--- config.mk ---
export PLATFORM = sky130hd
export DESIGN_NAME = hsid_mse_arb
export DESIGN_NICKNAME = d
export VERILOG_FILES = /design/src/rtl/hsid_pkg.sv /design/src/rtl/hsid_rr_arbiter.sv /design/src/rtl/hsid_mse_arb.sv
export SDC_FILE = /design/constraint.sdc
export NUM_CORES = 1
export LEC_CHECK = 0
export BUFFER_PORTS_ARGS = -buffer_cell sky130_fd_sc_hd__buf_2
export CAP_MARGIN = 0
export CORE_AREA = 4 4 144 146
export DETAILED_ROUTE_END_ITERATION = 10
export DIE_AREA = 0 0 148 150
export GPL_TIMING_DRIVEN = 0
export PLACE_DENSITY = 0.68
export SYNTH_ARGS = -nofsm -noshare
export SYNTH_HDL_FRONTEND = slang
export SYNTH_SLANG_ARGS = --single-unit
--- constraint.sdc ---
create_clock -name clk -period 3.8 [get_ports clk]
set_clock_uncertainty 0.15 [all_clocks]
set_input_delay 0.38 -clock clk [delete_from_list [all_inputs] [get_ports clk]]
set_output_delay 0.38 -clock clk [all_outputs]
set_load 0.02 [all_outputs]
--- src/rtl/hsid_pkg.sv ---
`default_nettype none
// ============================================================================
//  Module      : hsid_pkg
//  Description : Shared constants and types for the HSID pixel classification
//                datapath (MSE lane arbiter sequencing state, default sizes).
//  Revision    : 1.0 - initial release
// ============================================================================
package hsid_pkg;

    // Default datapath sizes
    localparam int HSID_WORD_WIDTH      = 32;
    localparam int HSID_MAX_HSP_LIBRARY = 16;
    localparam int HSID_MSE_ARB_LANES   = 4;

    // Per-pixel sequencing states of the MSE arbiter
    typedef enum logic [2:0] {
        ARB_IDLE  = 3'd0,
        ARB_CLEAR = 3'd1,
        ARB_RUN   = 3'd2,
        ARB_DRAIN = 3'd3,
        ARB_DONE  = 3'd4
    } hsid_mse_arb_state_t;

endpackage
`default_nettype wire

--- src/rtl/hsid_rr_arbiter.sv ---
`default_nettype none
// ============================================================================
//  Module      : hsid_rr_arbiter
//  Description : Round-robin arbiter. The search starts at the lane after the
//                last lane whose grant was consumed (advance=1). Grant is
//                combinational and one-hot (or zero when nobody requests).
//  Revision    : 1.0 - initial release
// ============================================================================
module hsid_rr_arbiter #(
    parameter int NUM_LANES = 4
) (
    input  logic                 clk,
    input  logic                 rst_n,
    input  logic [NUM_LANES-1:0] req,
    input  logic                 advance,
    output logic [NUM_LANES-1:0] grant
);

    localparam int PTR_W = (NUM_LANES > 1) ? $clog2(NUM_LANES) : 1;

    logic [PTR_W-1:0]     r_ptr;
    logic [PTR_W-1:0]     w_next_ptr;
    logic [PTR_W-1:0]     w_idx;
    logic [NUM_LANES-1:0] w_grant;
    logic                 w_found;
    int                   w_pos;

    // Scan lanes starting at the pointer, wrapping, and pick the first requester
    always_comb begin
        w_grant    = '0;
        w_next_ptr = r_ptr;
        w_found    = 1'b0;
        w_pos      = 0;
        w_idx      = '0;
        for (int i = 0; i < NUM_LANES; i++) begin
            w_pos = int'(r_ptr) + i;
            if (w_pos >= NUM_LANES) begin
                w_pos = w_pos - NUM_LANES;
            end
            w_idx = PTR_W'(w_pos);
            if (!w_found && req[w_idx]) begin
                w_found        = 1'b1;
                w_grant[w_idx] = 1'b1;
                w_next_ptr     = (w_pos == NUM_LANES - 1) ? '0 : PTR_W'(w_pos + 1);
            end
        end
    end

    // Pointer moves past the winner only when its transfer actually completes
    always_ff @(posedge clk or negedge rst_n) begin
        if (!rst_n) begin
            r_ptr <= '0;
        end else if (advance) begin
            r_ptr <= w_next_ptr;
        end
    end

    assign grant = w_grant;

endmodule
`default_nettype wire

--- src/rtl/hsid_mse_arb.sv ---
`default_nettype none
// ============================================================================
//  Module      : hsid_mse_arb
//  Description : Per-pixel sequencer in front of the MSE min/max comparator.
//                Clears the comparator, feeds it lib_size results collected
//                round-robin from NUM_LANES MSE lanes, waits two cycles for
//                the comparator to settle and latches the classification.
//                Optional macro HSID_MSE_ARB_PERF_EN enables the per-pixel
//                cycle counter on perf_cycles (tied to 0 otherwise).
//  Revision    : 1.0 - initial release
// ============================================================================
module hsid_mse_arb
    import hsid_pkg::*;
#(
    parameter  int WORD_WIDTH       = HSID_WORD_WIDTH,
    parameter  int HSI_LIBRARY_SIZE = HSID_MAX_HSP_LIBRARY,
    parameter  int NUM_LANES        = HSID_MSE_ARB_LANES,
    localparam int ADDR_W           = $clog2(HSI_LIBRARY_SIZE)
) (
    input  logic                           clk,
    input  logic                           rst_n,
    input  logic                           start,
    input  logic [ADDR_W:0]                lib_size,
    output logic                           busy,
    output logic                           done,
    input  logic [NUM_LANES-1:0]           lane_valid,
    output logic [NUM_LANES-1:0]           lane_ready,
    input  logic [NUM_LANES*WORD_WIDTH-1:0] lane_value,
    input  logic [NUM_LANES*ADDR_W-1:0]    lane_ref,
    output logic                           cmp_clear,
    output logic                           cmp_in_valid,
    output logic [WORD_WIDTH-1:0]          cmp_in_value,
    output logic [ADDR_W-1:0]              cmp_in_ref,
    input  logic                           cmp_out_valid,
    input  logic [WORD_WIDTH-1:0]          cmp_min_value,
    input  logic [WORD_WIDTH-1:0]          cmp_max_value,
    input  logic [ADDR_W-1:0]              cmp_min_ref,
    input  logic [ADDR_W-1:0]              cmp_max_ref,
    output logic [WORD_WIDTH-1:0]          res_min_value,
    output logic [WORD_WIDTH-1:0]          res_max_value,
    output logic [ADDR_W-1:0]              res_min_ref,
    output logic [ADDR_W-1:0]              res_max_ref,
    output logic                           res_err,
    output logic [31:0]                    perf_cycles
);

    localparam logic [ADDR_W:0] c_lib_max = (ADDR_W + 1)'(HSI_LIBRARY_SIZE);

    hsid_mse_arb_state_t   r_state;
    logic [ADDR_W:0]       r_lib;
    logic [ADDR_W:0]       r_count;
    logic                  r_drain;
    logic                  r_busy;
    logic                  r_done;
    logic                  r_err;
    logic                  r_cmp_clear;
    logic                  r_cmp_in_valid;
    logic [WORD_WIDTH-1:0] r_cmp_in_value;
    logic [ADDR_W-1:0]     r_cmp_in_ref;
    logic [WORD_WIDTH-1:0] r_res_min_value;
    logic [WORD_WIDTH-1:0] r_res_max_value;
    logic [ADDR_W-1:0]     r_res_min_ref;
    logic [ADDR_W-1:0]     r_res_max_ref;

    logic [NUM_LANES-1:0]  w_req;
    logic [NUM_LANES-1:0]  w_grant;
    logic                  w_xfer;
    logic                  w_accept;
    logic [WORD_WIDTH-1:0] w_sel_value;
    logic [ADDR_W-1:0]     w_sel_ref;
    logic [ADDR_W:0]       w_lib_sat;
    logic                  w_lib_err;
    logic [ADDR_W:0]       w_count_nxt;

    // The comparator output is consumed on a fixed two-cycle drain, so its
    // valid flag carries no extra information here.
    logic w_unused_cmp_out_valid;
    assign w_unused_cmp_out_valid = cmp_out_valid;

    // Lanes may only be granted while collecting results
    assign w_req       = lane_valid & {NUM_LANES{r_state == ARB_RUN}};
    assign w_xfer      = |w_grant;
    assign w_accept    = start && ((r_state == ARB_IDLE) || (r_state == ARB_DONE));
    assign w_lib_err   = (lib_size == '0) || (lib_size > c_lib_max);
    assign w_lib_sat   = (lib_size > c_lib_max) ? c_lib_max : lib_size;
    assign w_count_nxt = r_count + 1'b1;

    hsid_rr_arbiter #(
        .NUM_LANES (NUM_LANES)
    ) u_rr_arbiter (
        .clk     (clk),
        .rst_n   (rst_n),
        .req     (w_req),
        .advance (w_xfer),
        .grant   (w_grant)
    );

    // One-hot select of the granted lane's value and reference
    always_comb begin
        w_sel_value = '0;
        w_sel_ref   = '0;
        for (int i = 0; i < NUM_LANES; i++) begin
            if (w_grant[i]) begin
                w_sel_value = w_sel_value | lane_value[i*WORD_WIDTH +: WORD_WIDTH];
                w_sel_ref   = w_sel_ref   | lane_ref[i*ADDR_W +: ADDR_W];
            end
        end
    end

    // Pixel sequencing FSM with registered comparator controls and results
    always_ff @(posedge clk or negedge rst_n) begin
        if (!rst_n) begin
            r_state         <= ARB_IDLE;
            r_lib           <= '0;
            r_count         <= '0;
            r_drain         <= 1'b0;
            r_busy          <= 1'b0;
            r_done          <= 1'b0;
            r_err           <= 1'b0;
            r_cmp_clear     <= 1'b0;
            r_cmp_in_valid  <= 1'b0;
            r_cmp_in_value  <= '0;
            r_cmp_in_ref    <= '0;
            r_res_min_value <= '1;
            r_res_max_value <= '0;
            r_res_min_ref   <= '0;
            r_res_max_ref   <= '0;
        end else begin
            r_cmp_clear    <= 1'b0;
            r_cmp_in_valid <= 1'b0;
            r_done         <= 1'b0;
            case (r_state)
                ARB_IDLE, ARB_DONE: begin
                    if (w_accept) begin
                        r_lib       <= w_lib_sat;
                        r_count     <= '0;
                        r_err       <= w_lib_err;
                        r_cmp_clear <= 1'b1;
                        r_busy      <= 1'b1;
                        r_state     <= ARB_CLEAR;
                    end
                end
                ARB_CLEAR: begin
                    if (r_lib == '0) begin
                        // Nothing to compare: report the cleared comparator state
                        r_res_min_value <= '1;
                        r_res_max_value <= '0;
                        r_res_min_ref   <= '0;
                        r_res_max_ref   <= '0;
                        r_done          <= 1'b1;
                        r_busy          <= 1'b0;
                        r_state         <= ARB_DONE;
                    end else begin
                        r_state <= ARB_RUN;
                    end
                end
                ARB_RUN: begin
                    if (w_xfer) begin
                        r_cmp_in_valid <= 1'b1;
                        r_cmp_in_value <= w_sel_value;
                        r_cmp_in_ref   <= w_sel_ref;
                        r_count        <= w_count_nxt;
                        if (w_count_nxt == r_lib) begin
                            r_drain <= 1'b0;
                            r_state <= ARB_DRAIN;
                        end
                    end
                end
                ARB_DRAIN: begin
                    // First cycle: cmp_in register in flight; second: comparator output settled
                    if (r_drain) begin
                        r_res_min_value <= cmp_min_value;
                        r_res_max_value <= cmp_max_value;
                        r_res_min_ref   <= cmp_min_ref;
                        r_res_max_ref   <= cmp_max_ref;
                        r_done          <= 1'b1;
                        r_busy          <= 1'b0;
                        r_drain         <= 1'b0;
                        r_state         <= ARB_DONE;
                    end else begin
                        r_drain <= 1'b1;
                    end
                end
                default: begin
                    r_busy  <= 1'b0;
                    r_state <= ARB_IDLE;
                end
            endcase
        end
    end

`ifdef HSID_MSE_ARB_PERF_EN
    logic [31:0] r_perf;

    // Count every cycle spent in CLEAR/RUN/DRAIN, saturating, restarted per pixel
    always_ff @(posedge clk or negedge rst_n) begin
        if (!rst_n) begin
            r_perf <= '0;
        end else if (w_accept) begin
            r_perf <= '0;
        end else if (((r_state == ARB_CLEAR) || (r_state == ARB_RUN) || (r_state == ARB_DRAIN))
                     && (r_perf != '1)) begin
            r_perf <= r_perf + 32'd1;
        end
    end

    assign perf_cycles = r_perf;
`else
    assign perf_cycles = '0;
`endif

    assign busy          = r_busy;
    assign done          = r_done;
    assign lane_ready    = w_grant;
    assign cmp_clear     = r_cmp_clear;
    assign cmp_in_valid  = r_cmp_in_valid;
    assign cmp_in_value  = r_cmp_in_value;
    assign cmp_in_ref    = r_cmp_in_ref;
    assign res_min_value = r_res_min_value;
    assign res_max_value = r_res_max_value;
    assign res_min_ref   = r_res_min_ref;
    assign res_max_ref   = r_res_max_ref;
    assign res_err       = r_err;

endmodule
`default_nettype wire

Yosys cells after proc, flatten, opt, wreduce, memory -nomap -nowiden
Index checks and enable logic that the tools add are counted.
- output and inout bits: 149
- register bits after elaboration: 129
- reductions and logical operators: 30
- multiplexer cells: 79
- equality and inequality tests: 14
- $add $sub $neg: 12
- bitwise gates (word level): 11
- order comparisons: 13
- operators by type and width (kind ; count):
    $mux 32 ; 12
    $eq 32x3->1 const B ; 4
    $pmux 32 s2 ; 2
    $ge 32x4->1 const B ; 3
    $or 32x32->32 ; 3
    $sub 32x4->32 const B ; 3
    $mux 4 ; 11
    $or 4x4->4 ; 6
    $mux 1 ; 23
    $mux 2 ; 8
    $pmux 4 s2 ; 2
    $mux 3 ; 5
    $mux 5 ; 3
    $lt 2x3->1 const B ; 4
    $pmux 3 s4 ; 1
    $logic_not 5->1 ; 2
    $pmux 5 s2 ; 1
    $reduce_and 3->1 ; 3
    $add 2x2->2 const B ; 4
    $bmux 1 s2 ; 4
    $demux 1 s2 ; 4
    $ge 2x1->1 const B ; 4
    $logic_and 1x1->1 ; 8
    $reduce_and 4->1 ; 2
    other kinds (24) ; 37

Longest topological paths before layout
- depth after elaboration: 21
- mapped depth: 12
- gate-level depth less buffers: 10

Cells and area by module
From an unflattened synthesis, not the netlist that was laid out.
- cells, all modules: 642
- area total of the unflattened synthesis: 6647.6 sq um
- modules (own cells, without submodules) (module ; cells each ; seq. area each (sq um) ; instances ; area an instance (sq um)):
    hsid_mse_arb ; 562 ; 3218.1 ; 1 ; 6005.8
    hsid_rr_arbiter ; 80 ; 50.0 ; 1 ; 641.9

Least setup slack after synthesis
No wires, ideal clock.
- kind: register to output
- start point: reg u_rr_arbiter.r_ptr[0]
- end point: out lane_ready[3]
- path slack: 0.413 ns
- buffers on the path: 3
- stages on the path, launching flop included: 10
- data required time: 3.270 ns
- arrival: 2.857 ns
- cells stage by stage: dfrtp_1 > buf_4 > clkinv_1 > ha_1 > mux2_2 > mux2_2 > nor4_2 > a221o_1 > buf_2 > buf_2
- longest elaborated chain between the ends: 14
- elaborated cells on any way between the ends: 59
- those cells by class: add/sub: 7; order compare: 12; mux: 27; bitwise: 3; reduce/logical: 10
- RTL lines (item ; RTL line ; text):
    start: declaration ; hsid_rr_arbiter.sv:21 ; logic [PTR_W-1:0] r_ptr;
    start signal: assignment ; hsid_rr_arbiter.sv:54 ; r_ptr <= w_next_ptr;
    parallel branches: the longest is 13 deep, another holds $sub 32x4->32 ; -- ;
    $mux 4 (*) ; hsid_rr_arbiter.sv:41 ; if (!w_found && req[w_idx]) begin
    end: declaration ; hsid_mse_arb.sv:27 ; output logic [NUM_LANES-1:0] lane_ready,
Every way passes the cells marked *. The select of a mux whose other input is x is not followed.

Worst setup path in the final report
Same ends and word-level chain as after synthesis.

==> results_dict.tcl <==
set metrics [dict create \
    fin_crit_ns 3.638 \
    r2r-start "u_rr_arbiter.r_ptr[0]$_DFFE_PN0P_" \
    die_width_um 148 \
    postRouteAntennaNets 0 \
    ios 378 \
    slew_headroom 0.6310 \
    slew_viol_final 0 \
    port_buffers 342 \
    finalCritPeriodShare 0.9575 \
    power.density_nw_per_um2 981.6 \
    grt_max_degree 81 \
    start_util 0.3234 \
    synth_area_leaders "dfrtp_1 39%, dfstp_2 13%, a22oi_1 8.6%" \
    dieArea_sq_um 22200 \
    leakagePower_nw 4.473 \
    worstPathMaxFanout 12 \
    dp_slack_ns -0.3748 \
    max_freq_mhz 274.8 \
    placed_area_sq_um 8467 \
    hold_ws_ns 0.02779 \
    cts_buffer_depth 2 \
    worstMarginPinSlew_ns 0.5382 \
    setup_viol 0 \
    tns_ns 0 \
    dp_hpwl_um 18130 \
    synth_top_area_cell "dfrtp_1" \
    crit_path_end_kind "primary output" \
    place.gp.congestion 0.8550 \
    finalWirelength_um 23010 \
    syn_area_sq_um 6274 \
    start_kind "flip-flop" \
    cts_made_buffers 17 \
    h-tree-depth 4 \
    vias_per_cell 4.998 \
    status "completed" \
    grt_pass1_vias 6261 \
    synth_top_area_frac 0.3869 \
    crit_arrival_ns 3.11 \
    worstSetupStartpoint "u_rr_arbiter.r_ptr[0]$_DFFE_PN0P_" \
    yosys_warnings 0 \
    syn_avg_cell_area_sq_um 10.87 \
    area_delta_synth_final_pct 46.29 \
    ys_seq_elements 129 \
    rows 51 \
    clock-root-buffer "clkbuf_16" \
    multi_input_area_sq_um 2656 \
    cts.sinks 129 \
    maxCapViolations 0 \
    clk_pin_slew_worst_paths_ns 0.07 \
    fin_area_sq_um 9178 \
    syn_inst 577 \
    antenna_cells 0 \
    finalWorstSetupSlack_ns 0.1616 \
    cts_tree "yes" \
    first_pass_iters 5 \
    drtIter0Drc 322 \
    area.sequential_sq_um 3268 \
    hp-start "cmp_min_value[20]" \
    synth.distinct_cells 48 \
    rsz0062_at_grt "false" \
    drc 0 \
    nFillCells 1905 \
    dr_total_vias 6267 \
    worstSetupPathType "flip-flop to primary output" \
    fin_nets 1213 \
    yosysSeqAreaShare 0.5209 \
    overflow 0 \
    die_h_um 150 \
    holdCritPathClass "primary input to flip-flop" \
    routedWlPerCell_um 18.35 \
    hold_viol 0 \
    rrSetupSlack_ns 0.29 \
    final_layout_size_suffix_gt1_frac 0.4874 \
    cp_data_required_time_ns 3.27 \
    clk_latency_ns 0.41 \
    layout_common_cells "353 x buf_2, 97 x dfrtp_1, 72 x a22oi_1" \
    grt_pass1_wl_um 33860 \
    antenna_found_initial 4 \
    coreArea_sq_um 19400 \
    ir_drop_uv 397.2 \
    final_common_cell "buf_2" \
    grt.total_usage 0.1960 \
]
[registers in the layout, indices dropped and copies added (netlist names), 2 cells and up]
signal	count
cmp_in_value	32
res_max_value	32
res_min_value	32
r_count	5
r_lib	5
cmp_in_ref	4
res_max_ref	4
res_min_ref	4
r_state	3
u_rr_arbiter.r_ptr	2
[cell usage after synthesis, drive strengths merged]
| cell | number |
|---|---|
| a31oi | 42 |
| nand2b | 6 |
| clkinv | 1 |
| o22a | 32 |
| dfrtp | 97 |
| nand3b | 2 |
| ha | 8 |
| nand4 | 9 |
| a221oi | 1 |
| nor4 | 3 |
| a221o | 4 |
| and3 | 2 |
| xnor2 | 6 |
| nor2b | 1 |
| dfstp | 32 |
| inv | 7 |
| o32ai | 2 |
| mux2i | 4 |
| a22oi | 72 |
| nand4b | 1 |
| clkbuf | 18 |
| o21ai | 15 |
| a21oi | 6 |
| nor2 | 47 |
| and2b | 1 |
| a22o | 42 |
| xor2 | 3 |
| or4 | 1 |
| mux4 | 1 |
| buf | 62 |
| nand2 | 23 |
| conb | 1 |
| nor3b | 3 |
| mux2 | 5 |
| o22ai | 1 |
| nor3 | 4 |
| o211ai | 1 |
| o31ai | 1 |
| a311oi | 1 |
| or3 | 1 |
| and3b | 2 |
| nand3 | 6 |
[logic make-up after synthesis]
group | count (synthesis) | synth area share
other | 1 | 0.0005978
buffers and inverters | 88 | 0.07977
muxes | 10 | 0.01895
xor gates and xnor gates | 9 | 0.01257
adders and majority gates | 8 | 0.01596
AOI/OAI and AO/OA | 220 | 0.2635
and+or+nand+nor | 112 | 0.08776
DFF | 129 | 0.5209
[layout make-up]
class	count	share of cell area
Buffer	77	0.05440
Clock buffer	18	0.04676
Clock inverter	14	0.01527
Inverter	8	0.003817
Multi-Input combinational cell	391	0.2894
Sequential cell	129	0.3561
Tap cell	265	0.03613
Timing Repair Buffer	352	0.1981
[stage by stage]
| step | utilization | instances | power [mW] |
|---|---|---|---|
| 6_report | 0.4731 | 1254 | 9.009 |
| 3_5_place_dp | 0.4365 | 1216 | 7.349 |
| 5_1_grt | 0.4731 | 1254 | 9.653 |
| 3_3_place_gp | 0.4347 | 1215 | 7.247 |
| 4_1_cts | 0.4717 | 1252 | 9.077 |
| 2_1_floorplan | - | 608 | 5.704 |
[routing by layer]
layer	GRT usage	wire [um]
met2	0.3380	11310
met3	0.05027	1687
met4	0.06697	537
met5	0	55
met1	0.2391	9417
[final timing paths]
kind / end / cells past startpoint
min in group asynchronous: cmp_in_value[28]$_DFFE_PN0P_ / 2
hold / removal: res_min_value[20]$_DFFE_PN1P_ / 2
setup / recovery: lane_ready[3] / 10
setup reg to reg: cmp_in_value[19]$_DFFE_PN0P_ / 13
max in group asynchronous: res_min_value[27]$_DFFE_PN1P_ / 3
hold reg to reg: res_err$_DFFE_PN0P_ / 2
[report_power, final]
| group | switching [mW] | total (mW) | leakage, nW | internal (mW) |
|---|---|---|---|---|
| registers | 0.354 | 2.53 | 1.54 | 2.18 |
| clock network | 0.679 | 1.60 | 0.282 | 0.924 |
| logic | 3.00 | 4.87 | 2.65 | 1.88 |
| total | 4.03 | 9.01 | 4.47 | 4.98 |
[critical path: stages, from the launching register on]
cell and delay (ns):
dfrtp_1 0.40, buf_6 0.16, clkinv_4 0.12, ha_4 0.32
mux2_4 0.35, mux2_2 0.33, nor4_4 0.27, a221o_1 0.26
buf_6 0.17, buf_8 0.16, buf_4 0.15
[what timing repair did]
| action | 4_1_cts | 5_1_grt |
|---|---|---|
| pin swaps | 4 | 4 |
| setup buffers | 6 | 2 |
| hold endpoints to repair | 49 | 0 |
| hold buffers | 1 | 0 |
| endpoints found under the setup margin | 34 | 33 |
| gates resized for setup | 19 | 4 |
No activity file was read; power rests on OpenSTA's default activity.
